`config.mk`:
```
export PLATFORM = sky130hd
export DESIGN_NAME = multicycle_ctrl
export DESIGN_NICKNAME = d
export VERILOG_FILES = /design/src/rtl/multicycle_ctrl.sv
export SDC_FILE = /design/constraint.sdc
export NUM_CORES = 1
export LEC_CHECK = 0
export ABC_AREA = 1
export CAP_MARGIN = 20
export CELL_PAD_IN_SITES_DETAIL_PLACEMENT = 0
export CELL_PAD_IN_SITES_GLOBAL_PLACEMENT = 1
export CORE_ASPECT_RATIO = 0.8
export CORE_UTILIZATION = 39
export CTS_BUF_LIST = sky130_fd_sc_hd__clkbuf_8
export DETAILED_ROUTE_END_ITERATION = 8
export PLACE_DENSITY_LB_ADDON = 0.1
export SYNTH_ARGS = -nofsm -noshare
export SYNTH_HDL_FRONTEND = slang
export SYNTH_SLANG_ARGS = --single-unit
```
`constraint.sdc`:
```
create_clock -name i_clk -period 2.9 [get_ports i_clk]
set_clock_uncertainty 0.15 [all_clocks]
set_input_delay 0.29 -clock i_clk [delete_from_list [all_inputs] [get_ports i_clk]]
set_output_delay 0.29 -clock i_clk [all_outputs]
set_load 0.02 [all_outputs]
```
`src/rtl/multicycle_ctrl.sv`:
```
// Sequencing FSM for a multi-cycle RV32I datapath: fetch, execute, optional data
// access and write-back, with req/ack memory handshakes, retire counter and timeouts.
module multicycle_ctrl #(
  parameter int TIMEOUT = 16,
  parameter int CNT_W   = 8
) (
  input  logic        i_clk,
  input  logic        i_reset,
  input  logic        i_isLoad,
  input  logic        i_isStore,
  input  logic        i_regWriteReq,
  input  logic        i_halt,
  input  logic        i_resume,
  input  logic        i_imemAck,
  input  logic        i_dmemAck,
  output logic        o_imemReq,
  output logic        o_instLatchEn,
  output logic        o_dmemReq,
  output logic        o_dmemWe,
  output logic        o_PCEnable,
  output logic        o_regWrite,
  output logic        o_busy,
  output logic        o_halted,
  output logic        o_error,
  output logic [31:0] o_instret
);

  typedef enum logic [2:0] {
    IDLE  = 3'd0,
    FETCH = 3'd1,
    EXEC  = 3'd2,
    MEM   = 3'd3,
    WB    = 3'd4,
    HALT  = 3'd5,
    ERR   = 3'd6
  } state_t;

  state_t             state_reg, state_next;
  logic [CNT_W-1:0]   wait_cnt_reg, wait_cnt_next;
  logic [31:0]        instret_reg;
  logic               timed_out;

  // Last permitted wait cycle; a zero TIMEOUT disables the check entirely.
  assign timed_out = (TIMEOUT != 0) && (wait_cnt_reg == CNT_W'(TIMEOUT - 1));

  always_comb begin
    state_next    = state_reg;
    wait_cnt_next = '0;
    o_imemReq     = 1'b0;
    o_instLatchEn = 1'b0;
    o_dmemReq     = 1'b0;
    o_dmemWe      = 1'b0;
    o_PCEnable    = 1'b0;
    o_regWrite    = 1'b0;
    o_busy        = 1'b0;
    o_halted      = 1'b0;
    o_error       = 1'b0;

    case (state_reg)
      IDLE: begin
        state_next = FETCH;
      end
      FETCH: begin
        o_imemReq     = 1'b1;
        o_busy        = 1'b1;
        o_instLatchEn = i_imemAck;
        if (i_imemAck) begin
          state_next = EXEC;
        end else if (timed_out) begin
          state_next = ERR;
        end else begin
          wait_cnt_next = wait_cnt_reg + 1'b1;
        end
      end
      EXEC: begin
        o_busy = 1'b1;
        if (i_isLoad && i_isStore) begin
          state_next = ERR;
        end else if (i_isLoad || i_isStore) begin
          state_next = MEM;
        end else begin
          state_next = WB;
        end
      end
      MEM: begin
        o_dmemReq = 1'b1;
        o_dmemWe  = i_isStore;
        o_busy    = 1'b1;
        if (i_dmemAck) begin
          state_next = WB;
        end else if (timed_out) begin
          state_next = ERR;
        end else begin
          wait_cnt_next = wait_cnt_reg + 1'b1;
        end
      end
      WB: begin
        o_PCEnable = 1'b1;
        o_regWrite = i_regWriteReq;
        o_busy     = 1'b1;
        state_next = i_halt ? HALT : FETCH;
      end
      HALT: begin
        o_halted = 1'b1;
        if (i_resume) begin
          state_next = FETCH;
        end
      end
      ERR: begin
        o_error = 1'b1;
      end
      default: begin
        state_next = IDLE;
      end
    endcase
  end

  always_ff @(posedge i_clk) begin
    if (i_reset) begin
      state_reg    <= IDLE;
      wait_cnt_reg <= '0;
      instret_reg  <= '0;
    end else begin
      state_reg    <= state_next;
      wait_cnt_reg <= wait_cnt_next;
      if (state_reg == WB) begin
        instret_reg <= instret_reg + 32'd1;
      end
    end
  end

  assign o_instret = instret_reg;

endmodule

```
# ---- After elaboration in Yosys (flattened, before gate mapping)
# Index checks and enable logic that the tools add are counted.
dict set report classes {
  mul 0
  bitwise 1
  n_mux 21
  add_sub_neg 2
  div_mod_pow 0
  n_reduce_logical 5
  eq_ne 8
  shift 0
  n_lt_le_gt_ge 0
}
# operator n
set ops {}
lappend ops {{adder 32 x 1 -> 32 bit, second input constant} 1}
lappend ops {{2-to-1 mux 8 bit} 3}
lappend ops {{2-to-1 mux 3 bit} 7}
lappend ops {{case mux 3 bit (7 select lines)} 1}
lappend ops {{case mux 8 bit (2 select lines)} 1}
lappend ops {{equality test 3 bit, second input constant} 3}
lappend ops {{2-to-1 mux 1 bit} 9}
lappend ops {{adder 8 x 1 -> 8 bit, second input constant} 1}
lappend ops {{equality test 8 x 4 -> 1 bit, second input constant} 1}
lappend ops {{equality test 3 x 2 -> 1 bit, second input constant} 2}
lappend ops {{OR reduction 4 bit} 1}
lappend ops {{equality test 3 x 1 -> 1 bit, second input constant} 1}
lappend ops {{logical NOT 3 bit} 1}
lappend ops {{inequality test 2 bit, second input constant} 1}
lappend ops {{AND reduction 2 bit} 1}
lappend ops {{logical AND 1 bit} 1}
lappend ops {{logical OR 1 bit} 1}
lappend ops {{inverter 1 bit} 1}
dict set report word_totals {
  memories 0
  latch_bits 0
  wordCells 40
  ram_bits 0
  register_bits 43
  romBits 0
}

# ---- Longest topological paths before layout
dict set report logic_depth {
  ltp_word 4
  depth_mapped 10
}

# ---- Least setup slack after synthesis
# Ideal clock, no wire load.
dict set report synth_path {
  path_kind {flip-flop to flip-flop}
  startpoint {register instret_reg[0] (netlist: o_instret[0])}
  endpoint {register instret_reg[24] (netlist: o_instret[24])}
  t_arrival_ns 1.422
  path_stages_with_launch 9
  path_buffers 0
  setup_slack_ns 1.212
  period_less_slack_ns 1.688
  path_cell_list {dfxtp_1 > ha_1 > nand3_1 > inv_1 > nand3_1 > nor2_2 > nand2_1 > o21ai_0 > nor2_1}
}
dict set report synth_between {
  elab_chain_cells 1
}
# element line
set synth_rtl {}
lappend synth_rtl {{start: declaration} 40} ;# logic [31:0] instret_reg;
lappend synth_rtl {{start signal: assignment} 127} ;# instret_reg <= instret_reg + 32'd1;
lappend synth_rtl {{adder 32 x 1 -> 32 bit} 127}
# Every way passes these cells.
# A chain may end at the register's enable or synchronous reset.

# ---- Final worst setup path
dict set report layout_path {
  startpoint {register state_reg[1]}
  endpoint {output o_error}
}
dict set report layout_between {
  elab_chain_cells 2
}
# element line
set layout_rtl {}
lappend layout_rtl {{start: declaration} 38} ;# state_t state_reg, state_next;
lappend layout_rtl {{start signal: assignment} 124} ;# state_reg <= state_next;
lappend layout_rtl {{equality test 3 bit} 59} ;# case (state_reg)
lappend layout_rtl {{2-to-1 mux 1 bit} 59}
lappend layout_rtl {{end: declaration} 24} ;# output logic o_error,
# Every way passes these cells.

==> flow_metrics.env <==
export IMPL_status="finished, final reports clean"
export IMPL_drive_gt1_frac=0.0607
export IMPL_clkSlewWorstSetupHoldPaths_ns=0.07
export IMPL_area_delta_synth_final_pct=27.7
export IMPL_max_cap_violations=0
export IMPL_cts_setup_buffers=0
export IMPL_arrival_ns=1.80
export IMPL_antenna_found_initial=0
export IMPL_final_nets=456
export IMPL_place_gp_congestion=0.806
export IMPL_hold_viol=0
export IMPL_syn_instance_count=390
export IMPL_final_setup_viol_count=0
export IMPL_fp_dieH_um=72.5
export IMPL_ant_nets=0
export IMPL_tightest_slew_ns=0.708
export IMPL_period_needed_ns=2.24
export IMPL_netlist_top_cells_count="nand2_1, nor2_1, inv_1"
export IMPL_slew_headroom=0.527
export IMPL_wirelength_um=5890
export IMPL_critPathLaunchType="flop"
export IMPL_rsz0062_at_grt="false"
export IMPL_ys_types=27
export IMPL_grt_usage=0.189
export IMPL_ys_ff_latch=43
export IMPL_die_area_mm2=0.00654
export IMPL_ys_flop_type="dfxtp_1"
export IMPL_vias_per_cell=4.68
export IMPL_dp_cells=518
export IMPL_clockBufferDepth=2
export IMPL_clkSinkCount=43
export IMPL_setup_tns_final_ns=0
export IMPL_peakVddDrop_uv=192
export IMPL_synth_area_mm2=0.00243
export IMPL_yosysTopAreaCell="dfxtp_1"
export IMPL_required_ns=2.46
export IMPL_gr_total_overflow=0
export IMPL_syn_avg_cell_area_um2=6.22
export IMPL_grt_pass1_vias=2193
export IMPL_end_kind="primary output"
export IMPL_pwr_density_cell_mw_per_mm2=355
export IMPL_power_total_mw=1.10
export IMPL_port_buffers=49
export IMPL_yosysMostFrequentCell="nand2_1"
export IMPL_grt_first_pass_wirelength_um=9960
export IMPL_final_cells=526
export IMPL_postCtsHoldBufs=0
export IMPL_largest_reg_flops=32
export IMPL_yosys_top_cells_area="dfxtp_1, nand2_1, nor2_1, inv_1, nand3_1"
export IMPL_post_route_drc_count=0
export IMPL_yosysSeqAreaShare=0.355
export IMPL_cts_resized=0
export IMPL_drtIter0Drc=95
export IMPL_cts_tree="yes"
export IMPL_dr_pass1_iters=4
export IMPL_dp_hpwl_um=4510
export IMPL_critical_path_class="flop to primary output"
export IMPL_wl_per_cell_um=11.2
export IMPL_finalMaxSlewViolations=0
export IMPL_num_io_pins=50
export IMPL_grt_max_degree=20
export IMPL_diodes=0
export IMPL_initial_core_util=0.408
export IMPL_critPathMaxFanout=7
export IMPL_cts_max_level=2
export IMPL_cts_buffers=5
export IMPL_synth_async_reset_ratio=0
export IMPL_synth_top_area_frac=0.355
export IMPL_die_x_um=90.2
export IMPL_synth_nets=402
export IMPL_rows=25
export IMPL_core_mm2=0.00594
export IMPL_p_leak_nw=1.26
export IMPL_finalCritPeriodShare=0.772
export IMPL_insertion_delay_ns=0.29
export IMPL_num_vias=2461
export IMPL_cts_root_buf="clkbuf_8"
export IMPL_max_freq_ghz=0.447
export IMPL_synth_edf_count=0
export IMPL_yosysWarnings=0
export IMPL_hold_path_class="flop to flop"
[cells by family (layout without fill, tap and decap cells)]
group / after synthesis / in the layout / synth area share
DFF: 43 / 43 / 0.355
and+or+nand+nor: 246 / 246 / 0.450
buffers and inverters: 68 / 123 / 0.105
adders and majority gates: 3 / 3 / 0.0155
AOI/OAI and AO/OA: 25 / 25 / 0.0567
xor gates and xnor gates: 5 / 5 / 0.0180
[path summary, 6_finish.rpt]
check,start,end,slack (ns),cells past startpoint
worst min register to register,wait_cnt_reg[0],wait_cnt_reg[0],0.29,1
worst max register to register,state_reg[0],o_instret[20],1.10,8
worst max-delay path,state_reg[1],o_error,0.66,3
worst min-delay path,wait_cnt_reg[0],wait_cnt_reg[0],0.29,1
[cells in the final DEF, fill, tap and decap left out]
cell	count
nand2_1	91
nor2_1	80
inv_1	65
clkdlybuf4s50_1	49
dfxtp_1	43
nand3_1	31
nor3_1	15
a21oi_1	11
nand4_1	8
o21ai_0	8
nor2_2	6
clkbuf_8	5
xor2_1	4
nand2_2	3
nor2_4	3
a31oi_1	3
nand3_2	3
ha_1	3
and3_1	2
nand3b_1	2
buf_4	2
inv_2	1
o21ai_2	1
nand2_4	1
nor3_2	1
xnor2_1	1
o21bai_1	1
o31ai_1	1
clkinv_2	1
[layer usage]
metal / track usage / up-vias / wire (µm)
met2: 0.299 / 53 / 2480
met1: 0.266 / 1081 / 3050
met5: 0 / - / 0
li1: - / 1323 / -
met4: 0.0448 / 0 / 41
met3: 0.0388 / 4 / 310
[worst max-delay path, cell delays in order (launching register included)]
cell and delay, ns:
dfxtp_1 0.46, inv_2 0.08, nor3_1 0.30, clkdlybuf4s50_1 0.67
[area by class of cell]
cell class | count | area [µm²]
Multi-Input combinational cell | 279 | 1310
Clock inverter | 3 | 12.5
Sequential cell | 43 | 861
Fill cell | 603 | 2840
Inverter | 64 | 240
Timing Repair Buffer | 51 | 505
Tap cell | 81 | 101
Clock buffer | 5 | 68.8
[power by group]
part	internal [mW]	switching, mW
clock	0.162	0.201
sequential	0.597	0.0113
combinational	0.0534	0.0736
[metrics by stage]
stage / setup slack (ns) / utilization / hold WS (ns) / cell area, µm²
floorplan: 1.21 / - / 0.262 / 2430
global placement: 0.817 / 0.508 / 0.281 / 3020
detailed placement: 0.810 / 0.508 / 0.281 / 3020
CTS: 0.647 / 0.521 / 0.292 / 3100
global route: 0.541 / 0.521 / 0.308 / 3100
finish: 0.662 / 0.521 / 0.288 / 3100
Note: power is estimated with default switching activity, not from simulation.
